<file path="src/rtl/popcount_stream_if.sv">
// popcount_stream_if
//   Stream bundle for the pipelined population counter: an input word
//   stream (valid/ready/data/last) and a result stream (valid/ready plus the
//   per-word count, the saturating frame total, last and saturation flags).
//
//   Parameters
//     DATA_W : input word width (multiple of 4, at least 4)
//     ACC_W  : frame total width (at least CNT_W)
//     CNT_W  : per-word count width; leave at its default so that it matches
//              the counter, which derives the same value internally
//
//   Modports
//     master : the side that produces words and consumes results
//     slave  : the counter itself
interface popcount_stream_if #(
  parameter int DATA_W = 32,
  parameter int ACC_W  = 16,
  parameter int CNT_W  = $clog2(DATA_W + 1)
);

  logic              in_valid;
  logic              in_ready;
  logic [DATA_W-1:0] in_data;
  logic              in_last;

  logic              out_valid;
  logic              out_ready;
  logic [CNT_W-1:0]  out_count;
  logic [ACC_W-1:0]  out_total;
  logic              out_last;
  logic              out_sat;

  modport master (
    output in_valid, in_data, in_last, out_ready,
    input  in_ready, out_valid, out_count, out_total, out_last, out_sat
  );

  modport slave (
    input  in_valid, in_data, in_last, out_ready,
    output in_ready, out_valid, out_count, out_total, out_last, out_sat
  );

endinterface

</file>
<file path="src/rtl/popcount_stream.sv">
// popcount_stream
//   Two-stage streaming population counter. Stage 1 registers a 0..4 count
//   for every nibble of the accepted word; stage 2 (the output register)
//   adds those nibble counts into the word count and folds it into a
//   per-frame running total that saturates at its maximum value.
//
//   Ports
//     clk   : rising-edge clock
//     rst   : synchronous active-high reset
//     clear : synchronous flush of pipeline and accumulator (same as rst)
//     bus   : popcount_stream_if.slave
//             in_valid/in_ready/in_data/in_last  - word stream in
//             out_valid/out_ready                - result handshake
//             out_count                          - ones in the word
//             out_total                          - saturating frame total
//             out_last                           - delayed in_last
//             out_sat                            - sticky frame saturation
module popcount_stream #(
  parameter int DATA_W = 32,
  parameter int ACC_W  = 16
) (
  input logic             clk,
  input logic             rst,
  input logic             clear,
  popcount_stream_if.slave bus
);

  localparam int CNT_W = $clog2(DATA_W + 1);
  localparam int NIB_N = DATA_W / 4;

  logic             flush;
  logic             en;
  logic             accept;

  logic [2:0]       nib_cnt [NIB_N];
  logic             v1;
  logic             last1;

  logic [CNT_W-1:0] word_cnt;
  logic [ACC_W:0]   base;
  logic [ACC_W:0]   sum;

  logic             out_valid_q;
  logic [CNT_W-1:0] out_count_q;
  logic [ACC_W-1:0] out_total_q;
  logic             out_last_q;
  logic             out_sat_q;
  logic             frame_start;

  function automatic logic [2:0] nib_pop(input logic [3:0] n);
    nib_pop = {2'b00, n[0]} + {2'b00, n[1]} + {2'b00, n[2]} + {2'b00, n[3]};
  endfunction

  // The whole pipeline advances together whenever the output register is
  // empty or being drained; a flush cycle never accepts a word.
  assign flush    = rst || clear;
  assign en       = !out_valid_q || bus.out_ready;
  assign bus.in_ready = en && !flush;
  assign accept   = bus.in_valid && bus.in_ready;

  // Stage 1: per-nibble counts plus the valid/last sidebands. Loading on en
  // even without a word lets a bubble (v1 = 0) flow through.
  always_ff @(posedge clk) begin
    if (flush) begin
      v1    <= 1'b0;
      last1 <= 1'b0;
      for (int i = 0; i < NIB_N; i++) nib_cnt[i] <= 3'd0;
    end else if (en) begin
      v1    <= accept;
      last1 <= bus.in_last;
      for (int i = 0; i < NIB_N; i++) nib_cnt[i] <= nib_pop(bus.in_data[4*i +: 4]);
    end
  end

  // Word count and accumulator arithmetic. CNT_W holds DATA_W exactly, and
  // the sum is one bit wider than the total, so neither can wrap; the top
  // bit of sum is the saturation indication.
  always_comb begin
    word_cnt = '0;
    for (int i = 0; i < NIB_N; i++) word_cnt = word_cnt + CNT_W'(nib_cnt[i]);
    base = frame_start ? '0 : {1'b0, out_total_q};
    sum  = base + (ACC_W + 1)'(word_cnt);
  end

  // Stage 2 / output register. A load with last1 set marks the next load as
  // the first word of a new frame; saturation is sticky within a frame only.
  always_ff @(posedge clk) begin
    if (flush) begin
      out_valid_q <= 1'b0;
      out_count_q <= '0;
      out_total_q <= '0;
      out_last_q  <= 1'b0;
      out_sat_q   <= 1'b0;
      frame_start <= 1'b1;
    end else if (en) begin
      if (v1) begin
        out_valid_q <= 1'b1;
        out_count_q <= word_cnt;
        out_last_q  <= last1;
        frame_start <= last1;
        if (sum[ACC_W]) begin
          out_total_q <= '1;
          out_sat_q   <= 1'b1;
        end else begin
          out_total_q <= sum[ACC_W-1:0];
          out_sat_q   <= frame_start ? 1'b0 : out_sat_q;
        end
      end else begin
        out_valid_q <= 1'b0;
      end
    end
  end

  assign bus.out_valid = out_valid_q;
  assign bus.out_count = out_count_q;
  assign bus.out_total = out_total_q;
  assign bus.out_last  = out_last_q;
  assign bus.out_sat   = out_sat_q;

endmodule
</file>
<file path="src/flat_wrapper.sv">
// flat-port wrapper written by rule: the top's interface ports become plain ports
module popcount_stream_flat 
#(
  parameter int DATA_W = 32,
  parameter int ACC_W  = 16
)
  (clk, rst, clear, bus_in_valid, bus_in_data, bus_in_last, bus_out_ready, bus_in_ready, bus_out_valid, bus_out_count, bus_out_total, bus_out_last, bus_out_sat);
  popcount_stream_if #(.DATA_W(DATA_W), .ACC_W(ACC_W)) bus_i ();
  input logic clk;
  input logic rst;
  input logic clear;
  input wire logic [$bits(bus_i.in_valid)-1:0] bus_in_valid;
  input wire logic [$bits(bus_i.in_data)-1:0] bus_in_data;
  input wire logic [$bits(bus_i.in_last)-1:0] bus_in_last;
  input wire logic [$bits(bus_i.out_ready)-1:0] bus_out_ready;
  output wire logic [$bits(bus_i.in_ready)-1:0] bus_in_ready;
  output wire logic [$bits(bus_i.out_valid)-1:0] bus_out_valid;
  output wire logic [$bits(bus_i.out_count)-1:0] bus_out_count;
  output wire logic [$bits(bus_i.out_total)-1:0] bus_out_total;
  output wire logic [$bits(bus_i.out_last)-1:0] bus_out_last;
  output wire logic [$bits(bus_i.out_sat)-1:0] bus_out_sat;
  assign bus_i.in_valid = bus_in_valid;
  assign bus_i.in_data = bus_in_data;
  assign bus_i.in_last = bus_in_last;
  assign bus_i.out_ready = bus_out_ready;
  assign bus_in_ready = bus_i.in_ready;
  assign bus_out_valid = bus_i.out_valid;
  assign bus_out_count = bus_i.out_count;
  assign bus_out_total = bus_i.out_total;
  assign bus_out_last = bus_i.out_last;
  assign bus_out_sat = bus_i.out_sat;
  popcount_stream #(.DATA_W(DATA_W), .ACC_W(ACC_W)) u_core (.clk(clk), .rst(rst), .clear(clear), .bus(bus_i));
endmodule
</file>
<file path="config.mk">
export PLATFORM = sky130hd
export DESIGN_NAME = popcount_stream_flat
export DESIGN_NICKNAME = d
export VERILOG_FILES = /design/src/rtl/popcount_stream_if.sv /design/src/rtl/popcount_stream.sv /design/src/flat_wrapper.sv
export SDC_FILE = /design/constraint.sdc
export NUM_CORES = 1
export LEC_CHECK = 0
export ABC_AREA = 1
export BUFFER_PORTS_ARGS = -buffer_cell sky130_fd_sc_hd__buf_4
export CORE_MARGIN = 3
export CORE_UTILIZATION = 35
export CTS_CLUSTER_SIZE = 24
export DETAILED_ROUTE_END_ITERATION = 16
export SLEW_MARGIN = 25
export SYNTH_ARGS = -nofsm -noshare
export SYNTH_HDL_FRONTEND = slang
export SYNTH_SLANG_ARGS = --single-unit
export TNS_END_PERCENT = 30
</file>
<file path="constraint.sdc">
create_clock -name clk -period 11.4 [get_ports clk]
set_input_delay 1.71 -clock clk [delete_from_list [all_inputs] [get_ports clk]]
set_output_delay 1.71 -clock clk [all_outputs]
set_load 0.005 [all_outputs]
</file>
Word-level counts from Yosys, hierarchy flattened
Memory sizes are Yosys's and may differ from the RTL's. Index checks and enable logic that the tools add are counted. W data, S select, Z words.

Muxes and demuxes: 18. Reduce and logical (&&, ||, !) cells: 9. Add/sub/neg operators: 32. $mul: 0. Div/mod/pow operators: 0. Shift-type cells: 0. $lt $le $gt $ge: 0. Equal/unequal tests: 0. Bitwise logic cells: 8.

Operators by type and width (count): $add A3 B1 Y3 (16); $add A6 B3 Y6 (6); $mux W16 (2); $mux W3 (8); $add A17 B6 Y17 (1); $add A1 B1 Y2 (8); $mux W1 (8); $or A1 B1 Y1 (8); $add A3 B3 Y4 (1); $reduce_and A3 Y1 (1); $logic_and A1 B1 Y1 (2); $logic_not A1 Y1 (2); $logic_or A1 B1 Y1 (2); $reduce_and A2 Y1 (1); $reduce_bool A2 Y1 (1).

Bits in latches: 0. ROM bits: 0. Memory bits (writable): 24. Output and inout bits: 26. Memories kept: 1. Register bits: 28.

Memory list: u_core.nib_cnt (depth 8, bits a word 3, read ports 8, clocked after memory_dff 0, write ports 8, RTL line popcount_stream.sv:35) `logic [2:0] nib_cnt [NIB_N];`.

Longest topological paths before layout
Gate-level depths: netlist of run 1. An unclocked memory read counts as a cell.

Depth in word-level cells: 11. Gate-level depth with buffers: 24. Depth with buffers taken out: 24.

Least setup slack after synthesis of run 1
No wires, ideal clock.

Path kind: flip-flop to flip-flop. Start: memory u_core.nib_cnt[0][0]. End: register u_core.out_total_q[0] (netlist: u_core.bus.out_total[0]). Data arrival time: 5.074 ns. Required time: 11.285 ns. Library setup time: 0.115 ns. Cell stages (with the launch flop): 20. Slack: 6.211 ns. Cells stage by stage: edfxtp_1 ha_1 fa_1 xor2_1 fa_1 inv_1 fa_1 fa_1 inv_1 fa_1 fa_1 nand3_1 nand2_1 xor2_1 ha_1 a21oi_1 nand2_2 nand4_4 nand2_4 o21a_1.

RTL lines: start, declared (RTL line popcount_stream.sv:35); end signal, assigned (RTL line popcount_stream.sv:105) `out_total_q <= sum[ACC_W-1:0];`; end, declared (RTL line popcount_stream.sv:45) `logic [ACC_W-1:0] out_total_q;`.

==> results of run 1 <==
[final timing paths]
check | from | endpoint | cells past startpoint | slack (ps)
max | u_core.nib_cnt[0][0] | u_core.bus.out_total[1] | 19 | 5960
min | u_core.last1 | u_core.last1 | 2 | 480
max reg2reg | u_core.nib_cnt[0][0] | u_core.bus.out_total[1] | 19 | 5960
min reg2reg | u_core.last1 | u_core.last1 | 2 | 480
[where the power goes]
| group | switching, mW | internal [mW] | leakage [nW] | total, mW |
|---|---|---|---|---|
| Sequential | 0.00428 | 0.202 | 0.516 | 0.206 |
| Combinational | 0.0695 | 0.0560 | 1.62 | 0.125 |
| Clock | 0.0648 | 0.0652 | 0.0558 | 0.130 |
[layer usage]
metal / GRT usage, % / vias to the layer above / part of all wire (%)
li1: - / 1478 / -
met1: 18.3 / 1285 / 47
met2: 24.0 / 66 / 47
met3: 2.55 / 8 / 4.9
met4: 2.89 / 0 / 1.1
met5: 0 / - / 0
[final cells by class]
class / instances / area share [%]
multi-input combinational: 293 / 46.8
sequential: 52 / 29.1
timing repair buffer: 63 / 10.7
inverter: 83 / 7.12
tap: 133 / 3.78
clock buffer: 5 / 1.56
clock inverter: 3 / 0.965
[logic make-up (layout without fill, tap and decap cells)]
logic type	Yosys count	count (layout)	share of synthesized area [%]
simple gates	181	181	22.4
compound gates	44	44	6.62
flops	52	52	34.7
fa+ha+maj	58	58	24.4
buf+inv	90	154	9.53
xor+xnor	10	10	2.38
[placed cells by master, fill, tap and decap left out, drive strengths merged]
cell type / netlist / layout
a21oi: 18 / 18
nand2: 66 / 66
nor2: 87 / 87
o21a: 4 / 4
clkbuf: 3 / 5
xor2: 8 / 8
bufinv: 0 / 1
or2: 2 / 2
ha: 35 / 35
inv: 83 / 83
dfxtp: 28 / 28
o211ai: 1 / 1
edfxtp: 24 / 24
nand3: 20 / 20
clkinv: 0 / 2
fa: 23 / 23
xnor2: 2 / 2
and2: 1 / 1
nand4: 2 / 2
buf: 4 / 63
o21ai: 21 / 21
nand3b: 3 / 3
[critical path: cells and delay by family, from the launching register on]
kind / cells / cell delay [ps]
AOI/OAI and AO/OA: 2 / 510
xor gates and xnor gates: 2 / 340
adders and majority gates: 8 / 3470
buffers and inverters: 2 / 100
DFF: 1 / 380
and+or+nand+nor: 5 / 550
[state kept, by name, summed over array words and instances, names as in the netlist]
register	cells
u_core.bus.out_valid	1
u_core.frame_start	1
u_core.bus.out_sat	1
u_core.bus.out_last	1
u_core.v1	1
u_core.bus.out_count	6
u_core.nib_cnt	24
u_core.last1	1
u_core.bus.out_total	16
[through the flow]
step                worst slack, ps  power, mW  hold slack [ps]  instance area [um2]  instances
finish                         5960      0.462              479                 4410        632
global route                   5620      0.495              512                 4410        632
detailed placement             5880      0.337              470                 4290        624
CTS                            5900      0.469              485                 4400        632
global placement               5980      0.334              461                 4290        624
floorplan                      6210      0.296              447                 3690        435
==> out/metrics.csv, run 1 <==
stage,metric,value,unit
status,status,"complete, no violations",
worst_hold_path,hold_class,reg -> reg,
drt,first_iter_violations,76,
sta,hold_violations,0,
logic_synthesis,synthTopCellsByCount,"78 x nor2_1, 76 x inv_1, 60 x nand2_1, 35 x ha_1, 28 x dfxtp_1",
worst_setup_path,cpMostUsedCell,fa_1,
logic_synthesis,async_reset_ff_share,0,%
finish,register_area,1280,um2
finish,antenna_cells,0,
finish,layout-drive-gt1-share,19.6,%
sta,rsz0062_at_grt,false,
drt,drt.antenna.violating_nets,0,
power_and_ir_drop,peakVddDrop,0.0000694,V
drt,vias_per_cell,4.49,
grt,overflow,0,
power_and_ir_drop,p_leak,2.19,nW
worst_setup_path,crit_fanout,10,
drt,drt-pass1-iter-count,4,
floorplan,die_area,11800,um2
sta,fin_crit_sh,47.7,%
logic_synthesis,synth_most_common_cell,nor2_1,
floorplan,die_w,109,um
sta,min_period,5440,ps
grt,grtUsageTotal,13.9,%
worst_setup_path,arrival,5660,ps
sta,tns,0,ps
clock_network,clk_path_buf_depth,2,
clock_network,cts-resized-gates,0,
logic_synthesis,syn_nets,531,
sta,drv_slew,0,
clock_network,cts_sinks,52,
finish,syn_to_final_growth,19.5,%
floorplan,num_rows,36,
sta,skew,8.95,ps
power_and_ir_drop,power_density,105,nW/um2
floorplan,start_util,36.9,%
grt,grt_pass1_vias,2947,
logic_synthesis,synth_area_per_cell,8.48,um2
clock_network,clk_pin_slew,100,ps
drt,avgRoutedWirePerCell,12.1,um
logic_synthesis,synth_ff_type,dfxtp_1,
clock_network,cts_buffers,5,
worst_setup_path,crit_path_start_kind,flip-flop,
grt,grt_pass1_wl,13200,um
worst_setup_path,path_class,reg -> reg,
floorplan,ios,64,
placed_design,gp_congestion,0.866,
logic_synthesis,synth_area_leader_cell,edfxtp_1,
finish,final_nets,594,
run,maxCapViolations,0,
logic_synthesis,seq_area_frac_synth,34.7,%
worst_setup_path,path_cells,"ha_1, fa_1, xor2_1, fa_1, inv_1, fa_1, fa_1, inv_1, fa_1, fa_1, nand3_1, nand2_1, xor2_1, ha_1, a21oi_1, nand2_2, nand4_4, nand2_4, o21a_1",
logic_synthesis,syn_inst,435,
logic_synthesis,synth_edf_count,24,
logic_synthesis,synthTopCellsByArea,"edfxtp_1 20%, dfxtp_1 15%, fa_1 12%, ha_1 12%, nor2_1 7.9%",
logic_synthesis,synth_warnings,0,
logic_synthesis,synth_cell_types,31,
worst_setup_path,cp.required,11620,ps
logic_synthesis,synth_top_area_share,19.5,%
sta,finalSetupViolations,0,
grt,grt_max_degree,27,
placed_design,port_buffers,63,
placed_design,dp_hpwl,6160,um
clock_network,cts_tree,built,
finish,multiInputGateArea,2060,um2
drt,vias,2837,
floorplan,die_y,109,um
logic_synthesis,netlist_area,3690,um2
worst_setup_path,cp-end-kind,flip-flop,
drt,drt-total-wl,7620,um
floorplan,coreArea,10000,um2
finish,fill_cells,1004,
clock_network,post-cts-setup-buffer-count,0,
worst_setup_path,slowest_stage,fa_1,
finish,final_core_util,44.1,%
drt,drc,0,
worst_setup_path,cpPeakStageDelay,540,ps
clock_network,insertion_delay,310,ps
sta,max_freq,184,MHz
clock_network,clockRootBuffer,clkbuf_8,
logic_synthesis,synth-seq-cells,52,
sta,slew_headroom,48.4,%
clock_network,cts_hold_buf,0,
clock_network,htree_levels,2,
grt,grt_antenna_before_repair,0,
sta,worstMarginPinSlew,773,ps
Note: power is estimated with default switching activity, not from simulation.
==> run 2: changes to the inputs <==
clock period = 4.9 ns   (was 11.4 ns; I/O delays follow)
==> run 2 against run 1 <==
Against the previous run:
- the run now ends with setup timing left
- non-clock buffer count increased by 11
- worst hold slack worse by 6.3 ps
- sequential power up 130%
- critical path depth grew 2
- clock-buffer cell count up 1
- utilization grew 2.1 points
- clock power is 140% higher
- sequential share of layout area fell by 1.3 points
- clock skew shrank 3.1 ps
- flip-flop and latch count stayed put
- wire length up 2.1%
- critical path type unchanged
- largest power group unchanged
==> out/metrics.csv, run 2 (synthesis gave the netlist of run 1 again) <==
stage,metric,value,unit
clock_network,clk_path_buf_depth,2,
status,status,"complete, but fails checks",
drt,avgRoutedWirePerCell,12.1,um
status,violations,setup timing,
power_and_ir_drop,p_leak,2.24,nW
finish,fill_cells,1015,
drt,first_iter_violations,112,
worst_setup_path,cp-end-kind,flip-flop,
grt,grt_max_degree,28,
grt,use_met1,18.3,%
finish,largest_reg_flops,24,
finish,layout_common_cells,"74 x inv_1, 74 x nor2_1, 74 x buf_4, 56 x nand2_1, 30 x ha_1",
floorplan,coreArea,10000,um2
finish,largest-register,u_core.nib_cnt,
clock_network,clockRootBuffer,clkbuf_8,
grt,grt_util_met2,25.1,%
worst_setup_path,path_class,reg -> reg,
clock_network,cts_tree,built,
sta,rsz0062_at_grt,true,
clock_network,htree_levels,2,
grt,grtUsageTotal,14.3,%
grt,grt_pass1_wl,13500,um
drt,drt-pass1-iter-count,4,
drt,vias,2881,
floorplan,die_area,11800,um2
worst_hold_path,hold_class,reg -> reg,
worst_setup_path,crit_fanout,5,
run,maxCapViolations,0,
sta,hold_violations,0,
worst_hold_path,holdPathStages,2,
drt,drc,0,
floorplan,ios,64,
floorplan,die_y,109,um
clock_network,cts_sinks,52,
worst_setup_path,crit_path_start_kind,flip-flop,
placed_design,port_buffers,63,
sta,worstMarginPinSlew,989,ps
sta,slew_headroom,33.9,%
floorplan,die_w,109,um
finish,layout-drive-gt1-share,26.0,%
finish,final_nets,606,
worst_setup_path,cp.required,5150,ps
grt,grt.busiest_layer,met2,
placed_design,gp_congestion,0.934,
grt,overflow,0,
clock_network,insertion_delay,310,ps
drt,drt.antenna.violating_nets,0,
drt,vias_per_cell,4.47,
grt,grt_pass1_vias,3027,
sta,finalSetupViolations,17,
sta,fin_ws,-168,ps
clock_network,clk_pin_slew,100,ps
placed_design,dp_hpwl,6180,um
sta,drv_slew,0,
sta,skew,5.80,ps
grt,grt_antenna_before_repair,0,
clock_network,cts_hold_buf,0,
finish,syn_to_final_growth,25.2,%
finish,antenna_cells,0,
sta,fin_crit_sh,103,%
drt,drt-total-wl,7780,um
placed_design,preCtsSetupSlack,-221,ps
power_and_ir_drop,peakVddDrop,0.000140,V
grt,use_met3,2.72,%
finish,multiInputGateArea,2180,um2
sta,min_period,5070,ps
power_and_ir_drop,power_density,246,nW/um2
floorplan,num_rows,36,
finish,register_area,1280,um2
worst_setup_path,reg2regPathDepth,21,
clock_network,cts_buffers,5,
sta,max_freq,197,MHz
placed_design,place_area,4380,um2
floorplan,start_util,36.9,%
finish,fin_area,4620,um2
worst_setup_path,arrival,5320,ps
## run 2: cell types whose count changed in the layout (fill, tap and decap cells not counted), sizes merged
| cell | change |
|---|---|
| clkinv | -1 |
| clkbuf | +1 |
| buf | +11 |
| nand2 | +1 |
## run 2: metrics by stage
stage | total power, mW | utilization [%] | instances | TNS, ps | hold WS, ps
finish | 1.14 | 46.2 | 644 | -2190 | 473
global route | 1.22 | 46.2 | 644 | -5850 | 496
CTS | 1.15 | 45.3 | 643 | -3500 | 475
detailed placement | 0.826 | 43.8 | 634 | -3230 | 459
global placement | 0.812 | 43.8 | 634 | -1960 | 456
floorplan | 0.691 | - | 435 | 0 | 447
## run 2: what timing repair did
item                                    in CTS  in global routing
cloned                                       1                  0
pin swaps                                    3                 10
resized for setup                            3                 19
setup buffers                                0                  1
endpoints found under the setup margin      17                 17
## run 2: layout make-up
type                            instances  share of cell area [%]
Clock buffer                            6                    1.79
Clock inverter                          2                   0.840
Inverter                               83                    6.85
Multi-Input combinational cell        294                    47.1
Sequential cell                        52                    27.7
Tap cell                              133                    3.60
Timing Repair Buffer                   74                    12.0
## run 2: worst paths after layout
| check | from | to | slack [ps] |
|---|---|---|---|
| setup / recovery | u_core.nib_cnt[0][3] | u_core.bus.out_total[5] | -170 |
| setup reg to reg | u_core.nib_cnt[0][3] | u_core.bus.out_total[5] | -170 |
| hold / removal | u_core.last1 | u_core.last1 | 470 |
| hold reg to reg | u_core.last1 | u_core.last1 | 470 |
## run 2: per-layer routing
layer	routed length, um	share of wire [%]
met1	3510	45
met2	3850	50
met3	372	4.8
met4	40	0.51
met5	0	0
## run 2: report_power, final
part | internal (mW) | switching [mW] | leakage, nW
combinational | 0.166 | 0.174 | 1.66
clock | 0.167 | 0.147 | 0.0614
sequential | 0.470 | 0.0102 | 0.516
## run 2: critical path: stages (launching register included)
cell	delay (ps)
edfxtp_1	380
ha_2	200
fa_2	340
xor2_1	180
fa_1	500
inv_2	40
fa_1	440
fa_1	480
inv_1	50
fa_1	490
fa_2	400
nand3_2	80
nand2_2	70
xor2_2	170
ha_4	300
nand2_2	50
nand3b_1	180
nand2_2	150
nand4_4	190
nand2_8	170
inv_6	40
a21oi_2	90
==> run 3: changes to the inputs <==
ABC_AREA = default   (was 1)
==> run 3 against run 2 <==
Against the previous run:
- the run still ends with setup timing left
- critical path depth decreased by 1
- fmax down 6.5%
- first-iteration DRC count decreased by 20%
- largest power group unchanged
==> out/metrics.csv, run 3 <==
stage,metric,value,unit
status,status,"complete, but fails checks",
status,violations,setup timing,
logic_synthesis,synth-simple-area-share,17.8,%
clock_network,cts_buffers,5,
power_and_ir_drop,peakVddDrop,0.000112,V
placed_design,port_buffers,63,
sta,finalSetupViolations,17,
finish,antenna_cells,0,
logic_synthesis,synth-seq-cells,52,
grt,grt_antenna_before_repair,0,
finish,finalNonFillerCells,539,
floorplan,die_area,10800,um2
finish,final_nets,505,
logic_synthesis,synth_compound_gate_area_share,10.2,%
drt,vias,2634,
logic_synthesis,synth_top_family_by_area,adder cells,
worst_setup_path,cpMostUsedCell,fa_1,
placed_design,place_inst,522,
clock_network,htree_levels,2,
finish,layout_commonest_cell,buf_4,
finish,syn_to_final_growth,30.4,%
sta,fin_crit_sh,111,%
clock_network,cts_tree,built,
worst_setup_path,slowest_stage,fa_1,
logic_synthesis,syn_inst,323,
worst_setup_path,path_cells,"ha_2, fa_2, xor2_1, fa_1, inv_1, fa_1, fa_1, inv_1, fa_1, fa_2, a21o_1, a21oi_2, xnor2_1, ha_2, o21ai_2, or3_4, nor4_4, buf_6, and3b_1, nor3_2",
grt,grt_pass1_vias,2710,
worst_hold_path,hold_class,reg -> reg,
logic_synthesis,synth_adder_area_share,26.7,%
finish,largest_reg_flops,24,
power_and_ir_drop,total_power,1.09,mW
sta,hold_violations,0,
sta,skew,10.9,ps
grt,grt_pass1_wl,12900,um
logic_synthesis,synth_top_area_share,21.4,%
finish,layout-drive-gt1-share,31.2,%
logic_synthesis,netlist_area,3360,um2
worst_setup_path,cpPeakStageDelay,490,ps
drt,first_iter_violations,90,
floorplan,die_y,104,um
sta,max_freq,184,MHz
logic_synthesis,synthTopCellsByArea,"edfxtp_1 21%, dfxtp_1 17%, fa_1 14%, ha_1 13%, and3_1 3.5%",
sta,slew_headroom,35.7,%
finish,largest-register,u_core.nib_cnt,
worst_setup_path,crit_path_start_kind,flip-flop,
worst_setup_path,path_class,reg -> reg,
clock_network,clockRootBuffer,clkbuf_8,
placed_design,place_area,4120,um2
sta,rsz0062_at_grt,true,
power_and_ir_drop,power_density,247,nW/um2
logic_synthesis,synth_area_per_cell,10.4,um2
placed_design,gp_congestion,0.821,
grt,overflow,0,
logic_synthesis,synth_mux_area_share,0.595,%
sta,fin_ws,-521,ps
logic_synthesis,synth_cell_types,45,
logic_synthesis,async_reset_ff_share,0,%
logic_synthesis,synth_warnings,0,
drt,avgRoutedWirePerCell,13.7,um
worst_setup_path,crit_fanout,7,
drt,vias_per_cell,4.89,
logic_synthesis,synth_most_common_cell,ha_1,
worst_setup_path,cp-end-kind,flip-flop,
logic_synthesis,synth_ff_type,dfxtp_1,
drt,drc,0,
logic_synthesis,syn_nets,419,
sta,min_period,5420,ps
sta,drv_slew,0,
grt,grt_max_degree,36,
clock_network,clk_pin_slew,100,ps
grt,grtUsageTotal,14.4,%
logic_synthesis,synth_edf_count,24,
clock_network,clk_path_buf_depth,2,
drt,drt.antenna.violating_nets,0,
logic_synthesis,synth_area_leader_cell,edfxtp_1,
logic_synthesis,synthTopCellsByCount,"35 x ha_1, 28 x dfxtp_1, 27 x nand2_1, 24 x edfxtp_1",
finish,layout_common_cells,"91 x buf_4, 31 x ha_1, 28 x dfxtp_1, 27 x nand2_1, 24 x edfxtp_1",
floorplan,ios,64,
worst_setup_path,critical_path.top_delay_family,adder cells,
worst_setup_path,cp.required,5150,ps
logic_synthesis,synth_xor_area_share,2.08,%
placed_design,dp_hpwl,5420,um
floorplan,num_rows,35,
power_and_ir_drop,p_leak,2.02,nW
logic_synthesis,seq_area_frac_synth,38.1,%
floorplan,coreArea,9280,um2
floorplan,start_util,36.2,%
drt,drt-total-wl,7380,um
finish,fin_area,4390,um2
clock_network,cts_sinks,52,
worst_setup_path,arrival,5670,ps
clock_network,cts_hold_buf,0,
run,maxCapViolations,0,
worst_setup_path,critPathBufInv,3,
clock_network,insertion_delay,310,ps
floorplan,die_w,104,um
sta,worstMarginPinSlew,962,ps
drt,drt-pass1-iter-count,4,
==> run 3: changes by cell type in the layout (fill, tap and decap cells not counted), moves of 8 or more <==
cell	change
nand2_1	-29
and3_1	+19
o21ai_0	-11
inv_1	-51
inv_2	-8
nand3_1	-17
nor2_1	-59
nor2b_1	+8
buf_4	+17
nand2_2	-9
nor3_1	+9
==> run 3: worst register-to-register path, delay by kind of cell, from the launching register on <==
kind	cells	cell delay, ps
adders and majority gates	8	3140
and+or+nand+nor	4	910
DFF	1	380
AOI/OAI and AO/OA	3	360
buffers and inverters	3	280
xor gates and xnor gates	2	270
==> run 3: power by group <==
group	switching [mW]	internal, mW	leakage [nW]	total (mW)
clock	0.149	0.151	0.0503	0.300
combinational	0.148	0.159	1.45	0.308
sequential	0.00943	0.469	0.516	0.478
==> run 3: kinds of logic (layout without fill, tap and decap cells) <==
kind of cell,Yosys count,after routing
adder cells (fa/ha/maj),58,58
AND/OR/NAND/NOR,109,109
buffers and inverters,38,125
XOR/XNOR,8,8
multiplexers,2,2
AO/OA/AOI/OAI,56,56
flip-flops,52,52
==> run 3: cell type report <==
class                           instances  area, um2
Timing Repair Buffer                   94        717
Multi-Input combinational cell        233       2030
Fill cell                             876       4900
Clock inverter                          3       42.5
Clock buffer                            5       68.8
Inverter                               23       86.3
Tap cell                              129        161
Sequential cell                        52       1280
==> run 3: path summary, 6_finish.rpt <==
kind	startpoint	end	slack, ps	cells after the start
worst min-delay path	u_core.last1	u_core.last1	460	2
worst max register to register	u_core.nib_cnt[0][3]	u_core.bus.out_total[11]	-520	20
worst min register to register	u_core.last1	u_core.last1	460	2
worst max-delay path	u_core.nib_cnt[0][3]	u_core.bus.out_total[11]	-520	20
==> run 3: what timing repair did <==
action,4_1_cts,5_1_grt
buffers inserted,8,1
setup endpoints to repair,17,17
pin swaps,13,2
gates resized for setup,12,6
==> run 3: stage by stage <==
step | setup slack [ps] | hold slack (ps) | util, % | setup TNS, ps
after floorplan | -378 | 432 | - | -4970
after global placement | -498 | 445 | 44.3 | -6540
after detailed placement | -590 | 445 | 44.3 | -7990
after CTS | -519 | 460 | 46.8 | -7780
after global routing | -803 | 479 | 47.3 | -13010
final | -521 | 460 | 47.3 | -7890
==> run 3: layer usage <==
metal / GRT usage [%] / routed length [um] / part of all wire, %
met1: 19.2 / 3390 / 46
met2: 23.4 / 3520 / 48
met3: 3.04 / 359 / 4.9
met4: 4.27 / 113 / 1.5
met5: 0 / 0 / 0
